## src/rtl/sim_pkg.sv

```systemverilog
// Shared types and constants for the simulator-core instruction loader.
// Checksum option: INSTR_LOADER_CSUM_EN.
package sim_pkg;

    localparam int INSTR_W         = 32;
    localparam int BYTES_PER_INSTR = 4;

    typedef enum logic [2:0] {
        LEN_HI,
        LEN_LO,
        DATA,
        CSUM,
        DONE,
        ERR
    } loader_state_t;

endpackage

```

## src/rtl/instr_loader_if.sv

```systemverilog
// Byte-stream and instruction-memory write bundle of the loader.
// The loader is the slave side; the byte source is the master.
interface instr_loader_if
    import sim_pkg::*;
#(
    parameter int ADDR_W = 5
);

    logic [7:0]         s_data_i;
    logic               s_valid_i;
    logic               s_ready_o;
    logic               mem_we_o;
    logic [ADDR_W-1:0]  mem_addr_o;
    logic [INSTR_W-1:0] mem_data_o;
    logic               run_o;
    logic               err_o;

    modport slave (
        input  s_data_i, s_valid_i,
        output s_ready_o, mem_we_o, mem_addr_o, mem_data_o,
        output run_o, err_o
    );

    modport master (
        output s_data_i, s_valid_i,
        input  s_ready_o, mem_we_o, mem_addr_o, mem_data_o,
        input  run_o, err_o
    );

endinterface

```

## src/rtl/word_assembler.sv

```systemverilog
// Packs MSB-first bytes into instruction words.
// word_valid pulses with the completed word on the last byte's accept.
module word_assembler
    import sim_pkg::*;
(
    input  logic               clk_i,
    input  logic               rst_i,
    input  logic               byte_en,
    input  logic [7:0]         byte_in,
    output logic               word_valid,
    output logic [INSTR_W-1:0] word
);

    logic [1:0]         cnt;
    logic [INSTR_W-9:0] shreg;

    assign word       = {shreg, byte_in};
    assign word_valid = byte_en && (cnt == 2'(BYTES_PER_INSTR - 1));

    always_ff @(posedge clk_i or negedge rst_i) begin
        if (!rst_i) begin
            cnt   <= '0;
            shreg <= '0;
        end else if (byte_en) begin
            cnt   <= cnt + 2'd1;
            shreg <= word[INSTR_W-9:0];
        end
    end

endmodule

```

## src/rtl/instr_loader.sv

```systemverilog
// Length-prefixed byte-stream loader into instruction memory; holds core until done.
// Define INSTR_LOADER_CSUM_EN to require a trailing XOR checksum byte.
module instr_loader
    import sim_pkg::*;
#(
    parameter int ADDR_W = 5,
    parameter int DEPTH  = 32
) (
    input  logic           clk_i,
    input  logic           rst_i,
    instr_loader_if.slave  bus
);

    loader_state_t      state;
    logic [7:0]         len_hi;
    logic [15:0]        len;
    logic [ADDR_W:0]    idx;
    logic               rdy_q;
    logic               we_q;
    logic [ADDR_W-1:0]  addr_q;
    logic [INSTR_W-1:0] data_q;
    logic               run_q;
    logic               err_q;

    logic               xfer;
    logic [15:0]        len_n;
    logic               last_word;
    logic               wv;
    logic [INSTR_W-1:0] wd;

    assign xfer      = bus.s_valid_i && rdy_q;
    assign len_n     = {len_hi, bus.s_data_i};
    assign last_word = (16'(idx) + 16'd1) == len;

    word_assembler u_asm (
        .clk_i      (clk_i),
        .rst_i      (rst_i),
        .byte_en    (xfer && (state == DATA)),
        .byte_in    (bus.s_data_i),
        .word_valid (wv),
        .word       (wd)
    );

`ifdef INSTR_LOADER_CSUM_EN
    logic [7:0] csum;

    always_ff @(posedge clk_i or negedge rst_i) begin
        if (!rst_i)
            csum <= '0;
        else if (xfer)
            csum <= csum ^ bus.s_data_i;
    end
`endif

    always_ff @(posedge clk_i or negedge rst_i) begin
        if (!rst_i) begin
            state  <= LEN_HI;
            len_hi <= '0;
            len    <= '0;
            idx    <= '0;
            rdy_q  <= 1'b1;
            we_q   <= 1'b0;
            addr_q <= '0;
            data_q <= '0;
            run_q  <= 1'b0;
            err_q  <= 1'b0;
        end else begin
            we_q <= 1'b0;
            if (wv) begin
                we_q   <= 1'b1;
                addr_q <= idx[ADDR_W-1:0];
                data_q <= wd;
                idx    <= idx + 1'b1;
            end
            unique case (state)
                LEN_HI: if (xfer) begin
                    len_hi <= bus.s_data_i;
                    state  <= LEN_LO;
                end
                LEN_LO: if (xfer) begin
                    len <= len_n;
                    if (len_n == 16'd0) begin
`ifdef INSTR_LOADER_CSUM_EN
                        state <= CSUM;
`else
                        state <= DONE;
                        rdy_q <= 1'b0;
                        run_q <= 1'b1;
`endif
                    end else if (len_n > 16'(DEPTH)) begin
                        state <= ERR;
                        rdy_q <= 1'b0;
                        err_q <= 1'b1;
                    end else begin
                        state <= DATA;
                    end
                end
                // run_o follows one cycle later, behind the final write strobe
                DATA: if (wv && last_word) begin
`ifdef INSTR_LOADER_CSUM_EN
                    state <= CSUM;
`else
                    state <= DONE;
                    rdy_q <= 1'b0;
`endif
                end
`ifdef INSTR_LOADER_CSUM_EN
                CSUM: if (xfer) begin
                    rdy_q <= 1'b0;
                    if (bus.s_data_i == csum) begin
                        state <= DONE;
                        run_q <= 1'b1;
                    end else begin
                        state <= ERR;
                        err_q <= 1'b1;
                    end
                end
`endif
                DONE: run_q <= 1'b1;
                default: ;
            endcase
        end
    end

    assign bus.s_ready_o  = rdy_q;
    assign bus.mem_we_o   = we_q;
    assign bus.mem_addr_o = addr_q;
    assign bus.mem_data_o = data_q;
    assign bus.run_o      = run_q;
    assign bus.err_o      = err_q;

endmodule

```

## src/flat_wrapper.sv

```systemverilog
// flat-port wrapper written by rule: the top's interface ports become plain ports
module instr_loader_flat import sim_pkg::*;
#(
    parameter int ADDR_W = 5,
    parameter int DEPTH  = 32
)
  (clk_i, rst_i, bus_s_data_i, bus_s_valid_i, bus_s_ready_o, bus_mem_we_o, bus_mem_addr_o, bus_mem_data_o, bus_run_o, bus_err_o);
  instr_loader_if #(.ADDR_W(ADDR_W)) bus_i ();
  input  logic clk_i;
  input  logic rst_i;
  input wire logic [$bits(bus_i.s_data_i)-1:0] bus_s_data_i;
  input wire logic [$bits(bus_i.s_valid_i)-1:0] bus_s_valid_i;
  output wire logic [$bits(bus_i.s_ready_o)-1:0] bus_s_ready_o;
  output wire logic [$bits(bus_i.mem_we_o)-1:0] bus_mem_we_o;
  output wire logic [$bits(bus_i.mem_addr_o)-1:0] bus_mem_addr_o;
  output wire logic [$bits(bus_i.mem_data_o)-1:0] bus_mem_data_o;
  output wire logic [$bits(bus_i.run_o)-1:0] bus_run_o;
  output wire logic [$bits(bus_i.err_o)-1:0] bus_err_o;
  assign bus_i.s_data_i = bus_s_data_i;
  assign bus_i.s_valid_i = bus_s_valid_i;
  assign bus_s_ready_o = bus_i.s_ready_o;
  assign bus_mem_we_o = bus_i.mem_we_o;
  assign bus_mem_addr_o = bus_i.mem_addr_o;
  assign bus_mem_data_o = bus_i.mem_data_o;
  assign bus_run_o = bus_i.run_o;
  assign bus_err_o = bus_i.err_o;
  instr_loader #(.ADDR_W(ADDR_W), .DEPTH(DEPTH)) u_core (.clk_i(clk_i), .rst_i(rst_i), .bus(bus_i));
endmodule
```

## config.mk

```make
export PLATFORM = sky130hd
export DESIGN_NAME = instr_loader_flat
export DESIGN_NICKNAME = d
export VERILOG_FILES = /design/src/rtl/sim_pkg.sv /design/src/rtl/instr_loader_if.sv /design/src/rtl/word_assembler.sv /design/src/rtl/instr_loader.sv /design/src/flat_wrapper.sv
export SDC_FILE = /design/constraint.sdc
export NUM_CORES = 1
export LEC_CHECK = 0
export CORE_MARGIN = 4
export CORE_UTILIZATION = 39
export DETAILED_ROUTE_END_ITERATION = 10
export GPL_ROUTABILITY_DRIVEN = 0
export MAX_ROUTING_LAYER = met4
export SYNTH_ARGS = -nofsm -noshare
export SYNTH_HDL_FRONTEND = slang
export SYNTH_SLANG_ARGS = --single-unit
```

## constraint.sdc

```tcl
create_clock -name clk_i -period 2.3 [get_ports clk_i]
set_input_delay 0.46 -clock clk_i [delete_from_list [all_inputs] [get_ports clk_i]]
set_output_delay 0.46 -clock clk_i [all_outputs]
set_load 0.01 [all_outputs]
```

==> flow_metrics.env, run 1 <==
export IMPL_status="finished, final reports clean"
export IMPL_numCtsBuffers=9
export IMPL_p_per_area_nw_per_um2=601
export IMPL_avgSynthCellArea_um2=14.4
export IMPL_synth_simple_area_share_pct=7.51
export IMPL_cp_arrival_ns=2.27
export IMPL_combPwrFrac_pct=2.8
export IMPL_period_share_pct=85.9
export IMPL_post_cts_setup_buffers=0
export IMPL_num_io_pins=52
export IMPL_critPathMaxFanout=3
export IMPL_min_period_ns=1.98
export IMPL_grt_max_degree=45
export IMPL_muxShareOfSynthArea_pct=23.5
export IMPL_dr_pass1_iters=4
export IMPL_fmax_mhz=506
export IMPL_syn2layout_area_growth_pct=24.6
export IMPL_ys_top_cells_by_count="dfrtp_1, mux2_2, buf_2"
export IMPL_clk_pin_slew_ns=0.09
export IMPL_finClkSkew_ns=0.00904
export IMPL_post_cts_resized=0
export IMPL_setup_viol=0
export IMPL_clock_root_buffer="clkbuf_8"
export IMPL_hp_class="in2async"
export IMPL_synth_top_family_by_area="multiplexers"
export IMPL_syn_nets=298
export IMPL_worstMarginPinSlew_ns=0.559
export IMPL_endpoint_kind="register"
export IMPL_relSlewSlack_pct=62.7
export IMPL_slew_viol_final=0
export IMPL_ir_worst_vdd_uv=356
export IMPL_async_flop_share_pct=100
export IMPL_wl_per_cell_um=16.6
export IMPL_fp_row_count=37
export IMPL_fin_hold_ws_ns=0.0833
export IMPL_drc_errors=0
export IMPL_hpwlAfterDp_um=5720
export IMPL_ys_seq_area_share_pct=60.8
export IMPL_h_tree_depth=3
export IMPL_dp_cells=475
export IMPL_rsz0062_at_grt="no"
export IMPL_synth_xor_area_share_pct=2.55
export IMPL_switching_share_pct=21.2
export IMPL_synth_cell_types=39
export IMPL_power_switching_mw=0.653
export IMPL_grt_pass1_vias=2533
export IMPL_path_delay_family="simple AND/OR/NAND/NOR gates"
export IMPL_cp_required_ns=2.59
export IMPL_crit_chain="clkdlybuf4s50_1 > or4_1 > nor3_1 > and4bb_1 > a31oi_1 > and2_1"
export IMPL_final_cells=490
export IMPL_clk_latency_ns=0.35
export IMPL_synth_edff_count=0
export IMPL_setup_tns_ns=0
export IMPL_grt_pass1_wl_um=13600
export IMPL_coreArea_um2=10300
export IMPL_slowest_stage="or4_1"
export IMPL_grtUsageTotal_pct=14.3
export IMPL_port_buffers=51
export IMPL_synthDominantCellAreaShare_pct=60.2
export IMPL_synth_area_leaders="dfrtp_1, mux2_2, xnor2_1"
export IMPL_p_seq_share_pct=57.0
export IMPL_dieHeight_um=111
export IMPL_fp_dieArea_um2=12300
export IMPL_final_hold_viol_count=0
export IMPL_synth_most_common_cell="dfrtp_1"
export IMPL_cts_sinks=100
export IMPL_p_leak_nw=2.47
export IMPL_synthCells=285
export IMPL_cp_buffers_inverters=1
export IMPL_ys_ff_latch=100
export IMPL_synth_top_cell_by_area="dfrtp_1"
export IMPL_synth_compound_area_share_pct=3.04
export IMPL_cts_tree="built"
export IMPL_diodes=0
export IMPL_finalNetCount=363
export IMPL_synth_fa_ha_area_share_pct=0.608
export IMPL_layout_setup_ws_ns=0.325
export IMPL_via_per_inst=5.00
export IMPL_ys_flop_type="dfrtp_1"
export IMPL_p_int_mw=2.43
export IMPL_routed_wl_um=8130
export IMPL_fp_dieW_um=111
export IMPL_worstSetupStartpointType="input port"
export IMPL_vias=2448
export IMPL_post_place_ws_ns=-0.0470
export IMPL_cpPeakStageDelay_ns=0.58
export IMPL_drive_gt1_share_pct=35.9
export IMPL_synth_cell_area_um2=4120
export IMPL_critPathKind="in2reg"
export IMPL_antenna_left=0
export IMPL_clock_path_buffers=2
export IMPL_clkPwrFrac_pct=40.3
export IMPL_antenna_found_initial=0
export IMPL_cap_viol_max_count=0
export IMPL_cts_hold_buffers_added=0
export IMPL_start_util_pct=39.9
export IMPL_yosysWarnings=0
export IMPL_drtIter0Drc=103
export IMPL_gr_total_overflow=0
## layout by cell type, fill, tap and decap left out, types with 5 or more instances in the layout
cell             count
dfrtp_1             99
mux2_2              86
clkdlybuf4s50_1     50
buf_4               15
clkbuf_8            10
xnor2_1              8
nand2_1              8
nor2_1               6
nand3_1              5
o21ai_0              5
## flip-flops by register name (all words and copies together) (netlist names)
register / cells
u_core.idx: 6
u_core.bus.mem_data_o: 32
u_core.len_hi: 8
u_core.bus.run_o: 1
u_core.len: 16
u_core.u_asm.cnt: 2
u_core.bus.err_o: 1
u_core.bus.mem_addr_o: 5
u_core.bus.s_ready_o: 1
u_core.bus.mem_we_o: 1
u_core.state: 3
u_core.u_asm.shreg: 24
## power by group through the flow
stage                     Sequential [mW]  Clock, mW  Combinational, mW
after floorplan                      1.79          0            0.00436
after global placement               1.79          0             0.0901
after detailed placement             1.79          0             0.0902
after CTS                            1.76       1.28             0.0901
after global routing                 1.76       1.35             0.0981
final                                1.76       1.24             0.0854
## area by class of cell
type | instances | area [um^2]
fillers | 910 | 5190
well taps | 136 | 170
clock buffers | 10 | 138
repair buffers | 69 | 693
clock inverters | 5 | 82.6
flip-flops and latches | 100 | 2500
multi-input cells | 168 | 1530
inverters | 2 | 7.51
## kinds of logic after synthesis
logic type                 count (synthesis)
AOI/OAI and AO/OA                         19
DFF                                      100
adders and majority gates                  2
muxes                                     86
xor gates and xnor gates                  12
buffers and inverters                     17
and+or+nand+nor                           49
## final timing paths
kind                                                  from                              endpoint  slack (ns)  depth (start not counted)
setup / recovery                           bus_s_data_i[0]           u_core.state[2]$_DFFE_PN0P_        0.32                          6
hold / removal                                       rst_i  u_core.bus.mem_addr_o[1]$_DFFE_PN0P_        0.08                          1
setup reg to reg              u_core.len_hi[3]$_DFFE_PN0P_           u_core.state[2]$_DFFE_PN0P_        0.43                          5
hold reg to reg            u_core.u_asm.cnt[0]$_DFFE_PN0P_       u_core.u_asm.cnt[0]$_DFFE_PN0P_        0.48                          1
max in group asynchronous                            rst_i      u_core.bus.s_ready_o$_DFFE_PN1P_        1.52                          2
min in group clk_i         u_core.u_asm.cnt[0]$_DFFE_PN0P_       u_core.u_asm.cnt[0]$_DFFE_PN0P_        0.48                          1
## per-stage QoR
stage	cell area (um^2)	utilization [%]	power, mW
detailed placement	4910	47.5	1.88
finish	5130	49.7	3.08
CTS	5130	49.7	3.13
global placement	4910	47.5	1.88
global route	5130	49.7	3.20
floorplan	4120	-	1.80
## layer usage
layer | wire length (um) | part of all wire [%] | global-route usage (%) | up-vias
met4 | 76 | 0.94 | 4.19 | 0
li1 | - | - | - | 1148
met1 | 3780 | 47 | 18.5 | 1253
met3 | 240 | 3.0 | 3.00 | 6
met5 | 0 | 0 | - | -
met2 | 4030 | 50 | 22.7 | 41
(Power assumes the default switching activity.)
==> inputs of run 2 (changes only) <==
- CORE_ASPECT_RATIO: default -> 0.9
==> run 2 against run 1 <==
Combinational power fell by 5.2%. Wire length fell by 3.3%. Sequential power barely moved. First-iteration DRC count fell by 11%. Hold slack got worse by 0.024 ns.
==> flow_metrics.env, run 2 (same netlist as run 1, synthesis figures left out) <==
export IMPL_cts_hold_buffers_added=0
export IMPL_grt_pass1_vias=2598
export IMPL_cp_required_ns=2.53
export IMPL_fp_row_count=35
export IMPL_status="finished, final reports clean"
export IMPL_grtUsageTotal_pct=14.9
export IMPL_endpoint_kind="register"
export IMPL_ir_worst_vdd_uv=416
export IMPL_antenna_left=0
export IMPL_final_hold_viol_count=0
export IMPL_path_delay_family="simple AND/OR/NAND/NOR gates"
export IMPL_crit_chain="clkdlybuf4s50_1 > or4_1 > nor3_1 > and4bb_1 > a32oi_1 > nand2_1"
export IMPL_cts_tree="built"
export IMPL_hpwlAfterDp_um=5410
export IMPL_layout_setup_ws_ns=0.249
export IMPL_largest_register_ff_count=32
export IMPL_placed_area_um2=4860
export IMPL_clk_latency_ns=0.34
export IMPL_crit_path_start="bus_s_data_i[2]"
export IMPL_vias=2456
export IMPL_final_common_cell="dfrtp_1"
export IMPL_hp_class="in2async"
export IMPL_post_cts_resized=0
export IMPL_syn2layout_area_growth_pct=25.4
export IMPL_slowest_stage="or4_1"
export IMPL_start_util_pct=40.0
export IMPL_fp_dieW_um=116
export IMPL_drc_errors=0
export IMPL_dr_pass1_iters=6
export IMPL_coreArea_um2=10300
export IMPL_critPathKind="in2reg"
export IMPL_gr_total_overflow=0
export IMPL_grt_pass1_wl_um=13700
export IMPL_slew_viol_final=0
export IMPL_cap_viol_max_count=0
export IMPL_post_route_cell_area_um2=5160
export IMPL_cp_buffers_inverters=1
export IMPL_min_period_ns=2.05
export IMPL_fp_dieArea_um2=12300
export IMPL_cpPeakStageDelay_ns=0.58
export IMPL_clock_path_buffers=2
export IMPL_routed_wl_um=7860
export IMPL_diodes=0
export IMPL_rsz0062_at_grt="no"
export IMPL_finClkSkew_ns=0.00849
export IMPL_worstMarginPinSlew_ns=0.452
export IMPL_grt_max_degree=48
export IMPL_setup_viol=0
export IMPL_final_cell_mix="dfrtp_1, mux2_2, clkdlybuf4s50_1"
export IMPL_clk_pin_slew_ns=0.07
export IMPL_nFillCells=897
export IMPL_regArea_um2=2500
export IMPL_critPathMaxFanout=5
export IMPL_clock_root_buffer="clkbuf_16"
export IMPL_post_cts_setup_buffers=0
export IMPL_p_leak_nw=2.47
export IMPL_finalNetCount=359
export IMPL_post_place_ws_ns=-0.140
export IMPL_p_per_area_nw_per_um2=651
export IMPL_fmax_mhz=488
export IMPL_worstSetupStartpointType="input port"
export IMPL_antenna_found_initial=0
export IMPL_cts_sinks=100
export IMPL_cp_arrival_ns=2.28
export IMPL_num_io_pins=52
export IMPL_dieHeight_um=105
export IMPL_via_per_inst=5.12
export IMPL_multiInputGateArea_um2=1530
export IMPL_port_buffers=51
export IMPL_h_tree_depth=3
export IMPL_reg2reg_from="u_core.idx[1]$_DFFE_PN0P_"
export IMPL_drtIter0Drc=92
export IMPL_drive_gt1_share_pct=35.0
export IMPL_relSlewSlack_pct=69.8
export IMPL_wl_per_cell_um=16.4
export IMPL_period_share_pct=89.2
export IMPL_setup_tns_ns=0
export IMPL_numCtsBuffers=9
==> run 2: changes by cell type in the layout (fill, tap and decap cells not counted), sizes merged <==
cell      before  now
inv            4    2
clkinv         1    2
bufinv         2    1
clkbuf        10   11
buf           19   15
clkinvlp       0    2
==> run 2: layout make-up <==
class                   instances  area share, %
well taps                     129           3.13
flip-flops and latches        100           48.5
inverters                       2          0.145
clock buffers                  11           4.70
multi-input cells             168           29.7
repair buffers                 65           12.6
clock inverters                 5           1.21
==> run 2: metrics by stage <==
step	hold WS (ns)	utilization (%)	power, mW	std cells
floorplan	0.164	-	1.80	285
global placement	0.444	47.2	1.88	464
detailed placement	0.448	47.2	1.88	464
CTS	0.0738	50.2	3.42	480
global route	0.0885	50.2	3.50	480
finish	0.0592	50.2	3.36	480
==> run 2: where the power goes <==
| part | switching (mW) | internal, mW |
|---|---|---|
| registers | 0 | 1.76 |
| clock network | 0.643 | 0.877 |
| logic | 0.0536 | 0.0274 |
| total | 0.696 | 2.66 |
==> run 2: worst paths after layout <==
| path | cells past startpoint | end | slack (ns) |
|---|---|---|---|
| worst min register to register | 2 | u_core.bus.run_o$_DFFE_PN0P_ | 0.46 |
| min in group clk_i | 2 | u_core.bus.run_o$_DFFE_PN0P_ | 0.46 |
| worst max-delay path | 6 | u_core.state[1]$_DFFE_PN0P_ | 0.25 |
| worst min-delay path | 1 | u_core.u_asm.shreg[22]$_DFFE_PN0P_ | 0.06 |
| max in group asynchronous | 2 | u_core.bus.mem_addr_o[0]$_DFFE_PN0P_ | 1.57 |
| worst max register to register | 6 | u_core.state[2]$_DFFE_PN0P_ | 0.34 |
==> run 2: worst reg2reg max path, cell delays in order (launching register included) <==
cell and delay, ns:
dfrtp_1 0.52, ha_1 0.39, a21oi_1 0.07, o2111a_1 0.24, nor3_1 0.34, a31oi_1 0.13
and2_1 0.17
==> run 2: metal layers <==
metal  track usage, %  routed length [um]
met5                -                   0
met4             4.06                 161
met3             4.76                 286
met2             21.5                3670
met1             20.2                3740
